`src/rtl/cdb_arbiter.sv`:
```
// -----------------------------------------------------------------------------
// cdb_arbiter
//   Buffers results from two producers (ALU and load/store) in independent
//   FIFOs and broadcasts at most one result per cycle on the common data bus.
//   When both FIFOs hold results, a round-robin priority bit chooses the source.
//   Broadcasts are registered, so there is no bypass from a producer to the bus.
//
// Parameters
//   DATA_W  result data width
//   TAG_W   rename tag width (all-zeros is the free tag)
//   DEPTH   entries per source FIFO (power of 2, at least 2)
//
// Ports
//   clk, rst            clock, asynchronous active-high reset
//   rdy                 global ready; when low every register holds
//   flush               mispredict clear; drops all buffered results
//   alu_valid/tag/data  ALU result input; alu_ready = ALU FIFO not full
//   ls_valid/tag/data   LS result input;  ls_ready  = LS FIFO not full
//   cdb_en/tag/data     registered broadcast (zeros when nothing is granted)
//   cdb_src             source of the broadcast: 0 = ALU, 1 = LS
// -----------------------------------------------------------------------------
module cdb_arbiter #(
    parameter int DATA_W = 32,
    parameter int TAG_W  = 4,
    parameter int DEPTH  = 4
) (
    input  logic              clk,
    input  logic              rst,
    input  logic              rdy,
    input  logic              flush,
    input  logic              alu_valid,
    input  logic [TAG_W-1:0]  alu_tag,
    input  logic [DATA_W-1:0] alu_data,
    output logic              alu_ready,
    input  logic              ls_valid,
    input  logic [TAG_W-1:0]  ls_tag,
    input  logic [DATA_W-1:0] ls_data,
    output logic              ls_ready,
    output logic              cdb_en,
    output logic [TAG_W-1:0]  cdb_tag,
    output logic [DATA_W-1:0] cdb_data,
    output logic              cdb_src
);

    localparam int AW = $clog2(DEPTH);
    localparam int CW = AW + 1;
    localparam logic [CW-1:0] FULL = CW'(DEPTH);

    typedef struct packed {
        logic [TAG_W-1:0]  tag;
        logic [DATA_W-1:0] data;
    } entry_t;

    // Index 0 is the ALU source, index 1 the LS source (matches cdb_src).
    logic   [1:0] valid_in;
    entry_t       in_entry [2];
    entry_t       head     [2];
    logic   [1:0] ready;
    logic   [1:0] nonempty;
    logic   [1:0] push;
    logic   [1:0] pop;
    logic         go;
    logic         pop_en;
    logic         grant_ls;
    logic         prio;

    assign valid_in    = {ls_valid, alu_valid};
    assign in_entry[0] = '{tag: alu_tag, data: alu_data};
    assign in_entry[1] = '{tag: ls_tag,  data: ls_data};
    assign go          = rdy & ~flush;

    for (genvar g = 0; g < 2; g++) begin : g_fifo
        entry_t          mem [DEPTH];
        logic [AW-1:0]   wr_ptr;
        logic [AW-1:0]   rd_ptr;
        logic [CW-1:0]   count;

        // Ready depends only on the registered count, so a full FIFO refuses
        // a push even when the same edge pops it.
        assign ready[g]    = count < FULL;
        assign nonempty[g] = count != '0;
        assign push[g]     = go & valid_in[g] & ready[g];
        assign head[g]     = mem[rd_ptr];

        // NOTE: the storage array carries no reset; an entry is only ever read
        // while count says it is valid, and clearing count discards it.
        always_ff @(posedge clk) begin
            if (push[g]) begin
                mem[wr_ptr] <= in_entry[g];
            end
        end

        // NOTE: registers are updated with non-blocking assignments so every
        // always_ff samples the pre-edge value of every other register.
        always_ff @(posedge clk or posedge rst) begin
            if (rst) begin
                wr_ptr <= '0;
                rd_ptr <= '0;
                count  <= '0;
            end else if (rdy) begin
                if (flush) begin
                    wr_ptr <= '0;
                    rd_ptr <= '0;
                    count  <= '0;
                end else begin
                    // Pointers wrap naturally because DEPTH is a power of 2.
                    if (push[g]) wr_ptr <= wr_ptr + AW'(1);
                    if (pop[g])  rd_ptr <= rd_ptr + AW'(1);
                    if (push[g] && !pop[g]) begin
                        count <= count + CW'(1);
                    end else if (!push[g] && pop[g]) begin
                        count <= count - CW'(1);
                    end
                end
            end
        end
    end

    // Grant selection: a lone non-empty FIFO always wins; with both non-empty
    // the priority bit decides.
    // NOTE: every signal driven here gets a default first, so no path through
    // the block can leave it unassigned and infer a latch.
    always_comb begin
        pop_en   = 1'b0;
        grant_ls = 1'b0;
        pop      = 2'b00;
        if (go && (nonempty != 2'b00)) begin
            pop_en   = 1'b1;
            grant_ls = nonempty[1] & (~nonempty[0] | prio);
            pop      = grant_ls ? 2'b10 : 2'b01;
        end
    end

    // Priority only moves on a contested grant, and then points at the loser.
    always_ff @(posedge clk or posedge rst) begin
        if (rst) begin
            prio <= 1'b0;
        end else if (rdy) begin
            if (flush) begin
                prio <= 1'b0;
            end else if (pop_en && (nonempty == 2'b11)) begin
                prio <= ~grant_ls;
            end
        end
    end

    always_ff @(posedge clk or posedge rst) begin
        if (rst) begin
            cdb_en   <= 1'b0;
            cdb_tag  <= '0;
            cdb_data <= '0;
            cdb_src  <= 1'b0;
        end else if (rdy) begin
            // pop_en is already low during a flush, so this also zeroes the bus.
            if (pop_en) begin
                cdb_en   <= 1'b1;
                cdb_tag  <= head[grant_ls].tag;
                cdb_data <= head[grant_ls].data;
                cdb_src  <= grant_ls;
            end else begin
                cdb_en   <= 1'b0;
                cdb_tag  <= '0;
                cdb_data <= '0;
                cdb_src  <= 1'b0;
            end
        end
    end

    assign alu_ready = ready[0];
    assign ls_ready  = ready[1];

endmodule

```
`config.mk`:
```
export PLATFORM = sky130hd
export DESIGN_NAME = cdb_arbiter
export DESIGN_NICKNAME = d
export VERILOG_FILES = /design/src/rtl/cdb_arbiter.sv
export SDC_FILE = /design/constraint.sdc
export NUM_CORES = 1
export LEC_CHECK = 0
export ABC_AREA = 1
export BUFFER_PORTS_ARGS = -buffer_cell sky130_fd_sc_hd__clkbuf_2
export CELL_PAD_IN_SITES_DETAIL_PLACEMENT = 2
export CELL_PAD_IN_SITES_GLOBAL_PLACEMENT = 2
export CORE_UTILIZATION = 45
export DETAILED_ROUTE_END_ITERATION = 6
export PLACE_DENSITY_LB_ADDON = 0.1
export SYNTH_ARGS = -nofsm -noshare
export SYNTH_HDL_FRONTEND = slang
export SYNTH_SLANG_ARGS = --single-unit
```
`constraint.sdc`:
```
create_clock -name clk -period 4.6 [get_ports clk]
set_clock_uncertainty 0.15 [all_clocks]
set_input_delay 0.69 -clock clk [delete_from_list [all_inputs] [get_ports clk]]
set_output_delay 0.69 -clock clk [all_outputs]
set_load 0.1 [all_outputs]
```
==> flow_summary_export.csv <==
group,metric,value,unit
clock_network,htreeDepth,2,
power_and_ir_drop,p_leak,5.85,nW
detailed_routing,postRouteAntennaNets,0,
detailed_routing,drc,0,
clock_network,clkLatencyLatePin,0.52,ns
yosys,synth-async-reset-ratio,15.5,%
placement,hpwlAfterDp,26800,µm
cells_and_area,diodes,0,
yosys,ys.flop_type,"edfxtp_1",
detailed_routing,wire_per_inst,28.5,µm
critical_path,cp_data_required_time,4.85,ns
yosys,yosysUniqueCellTypes,31,
yosys,synth_seq_cells,341,
timing,finalHoldViolCount,0,
clock_network,clk_pin_slew,0.06,ns
grt,grt_pass1_vias,10100,
timing,max_freq,0.355,GHz
clock_network,cts_buffers,38,
clock_network,clock-sinks,341,
grt,grt_util_met3,3.87,%
grt,grt_max_degree,76,
floorplan,fp.coreArea,28900,µm²
cells_and_area,area_growth,17.4,%
critical_path,crit_fanout,42,
timing,period_minus_slack,2.82,ns
floorplan,rows,62,
cells_and_area,layout-drive-gt1-share,19.2,%
yosys,synth_largest_area_cell,"edfxtp_1",
critical_path,critPathArrivalTime,3.07,ns
floorplan,fp.dieH,174,µm
yosys,synth_area_leaders,"edfxtp_1, dfrtp_1, nand2_1, a21oi_1, o211ai_1",
grt,grt_util_met2,52.6,%
floorplan,die_x,174,µm
timing,slew_violations,0,
timing,finalSetupTns,0,ns
timing,setup_slack,1.78,ns
detailed_routing,vias,9034,
yosys,ys_warn_count,0,
critical_path,crit_path_top_delay_cell,"nand3_2",
timing,fin_crit_sh,61.3,%
yosys,synth_fp_nets,1097,
floorplan,initial_core_util,46.0,%
floorplan,pin_count,118,
grt,grt.busiest_layer,"met2",
clock_network,cts_resized,0,
worst_hold_path,hp-class,"in2async",
detailed_routing,finalWirelength,43800,µm
grt,antenna_found_initial,1,
critical_path,cp_num_buf_inv,4,
placement,place_congestion,0.805,
detailed_routing,drtIter0Drc,749,
clock_network,ctsHoldBuffers,0,
timing,rsz0062_at_grt,"no",
timing,slew_headroom,24.3,%
grt,grt-ovfl-total,0,
yosys,synth_top_area_share,65.0,%
cells_and_area,layout.nets,1214,
yosys,synthCells,1009,
placement,io_buffers,117,
timing,tightest_slew,1.14,ns
clock_network,cts-root-buf,"clkbuf_16",
grt,gr-usage-met1,35.4,%
floorplan,dieArea,30300,µm²
yosys,seq_area_frac_synth,74.9,%
yosys,syn_area,13300,µm²
critical_path,worstPathCellList,"clkbuf_2 > inv_2 > nor2_8 > nand3_2 > nand2_1 > inv_1 > fa_1 > inv_1 > nand3_1 > nand3_1 > o21ai_1",
critical_path,endpoint_kind,"flop",
job,drv_cap,0,
yosys,synth_commonest_cells,"edfxtp_1, nand2_1, a21oi_1, nor2_1, dfrtp_1",
status,status,"complete, no violations",
detailed_routing,vias_per_cell,5.87,
yosys,yosysMostFrequentCell,"edfxtp_1",
detailed_routing,firstDrtPassIters,5,
critical_path,critPathTopFamily,"simple AND/OR/NAND/NOR gates",
critical_path,path_class,"in2reg",
critical_path,crit_path_start_kind,"input port",
yosys,synth_edf_count,288,
power_and_ir_drop,powerDensity,625,nW/µm²
clock_network,cts_tree,"yes",
yosys,synth.avg_cell_area,13.2,µm²
timing,final-setup-viol-count,0,
power_and_ir_drop,ir_drop,0.477,mV
clock_network,clk_path_buf_depth,3,
grt,grt_use_total,29.5,%
power_and_ir_drop,power.total,9.77,mW
placement,place_ws,1.34,ns
clock_network,post-cts-setup-buffer-count,0,
critical_path,crit_path_max_incr_delay,0.40,ns
grt,grt_pass1_wl,65400,µm
-- kinds of logic (layout without fill, tap and decap cells) --
kind of cell    count (synthesis)  count (layout)  synth area share [%]
compound gates                219             219                  10.6
xor+xnor                        1               1                0.0658
fa+ha+maj                      10              10                  1.05
buf+inv                        94             240                  2.84
flops                         341             341                  74.9
simple gates                  344             344                  10.6
-- path summary, 6_finish.rpt --
kind,start,endpoint,slack (ns),depth (start not counted)
max in group asynchronous,rst,g_fifo[1].rd_ptr[0]$_DFFE_PP0P_,3.48,3
min in group clk,alu_data[30],g_fifo[0].mem[1][30]$_DFFE_PP_,0.25,1
setup / recovery,rdy,g_fifo[0].count[2]$_DFFE_PP0P_,1.78,11
hold reg to reg,cdb_en$_DFFE_PP0P_,cdb_en$_DFFE_PP0P_,0.34,1
hold / removal,rst,g_fifo[1].wr_ptr[1]$_DFFE_PP0P_,0.23,3
setup reg to reg,g_fifo[0].rd_ptr[1]$_DFFE_PP0P_,cdb_data[19]$_DFFE_PP0P_,1.81,7
-- layout by cell type (no fill, tap or decap), drive strengths merged, types with 19 or more instances in the layout --
master  instances
edfxtp        288
nand2         233
clkbuf        168
a21oi          65
nor2           59
o21ai          56
dfrtp          53
nand3          51
o211ai         36
inv            35
a22oi          22
o221ai         22
buf            19
-- report_power, final --
group	internal (mW)	switching (mW)	total [mW]	leakage [nW]
clock network	1.88	1.26	3.14	0.625
logic	0.540	2.27	2.81	1.94
registers	3.60	0.211	3.81	3.29
-- registers in the layout, indices dropped and copies added (netlist names) --
register,count
g_fifo.mem,288
cdb_data,32
g_fifo.count,6
cdb_tag,4
g_fifo.rd_ptr,4
g_fifo.wr_ptr,4
cdb_en,1
cdb_src,1
prio,1
-- area by class of cell --
| class | instances | area, µm² |
|---|---|---|
| clock inverters | 18 | 203 |
| inverters | 35 | 134 |
| multi-input cells | 574 | 3020 |
| well taps | 384 | 480 |
| clock buffers | 51 | 1080 |
| flip-flops and latches | 341 | 9980 |
| fillers | 2696 | 13300 |
| repair buffers | 136 | 728 |
-- worst min-delay path, delay by kind of cell --
family | cells | cell delay, ns
buffers and inverters | 3 | 0.73
-- layer usage --
metal | share of wire (%) | vias up
met5 | 0.027 | -
met1 | 39 | 4678
li1 | - | 3912
met3 | 4.4 | 111
met2 | 52 | 331
met4 | 5.0 | 2
-- through the flow --
stage	hold slack [ns]	utilization, %	cells	area [µm²]
floorplan	0.315	-	1009	13300
global placement	0.316	49.6	1470	14300
detailed placement	0.327	49.6	1470	14300
CTS	0.233	54.0	1539	15600
global route	0.234	54.0	1539	15600
finish	0.230	54.0	1539	15600
No activity file was read; power rests on OpenSTA's default activity.
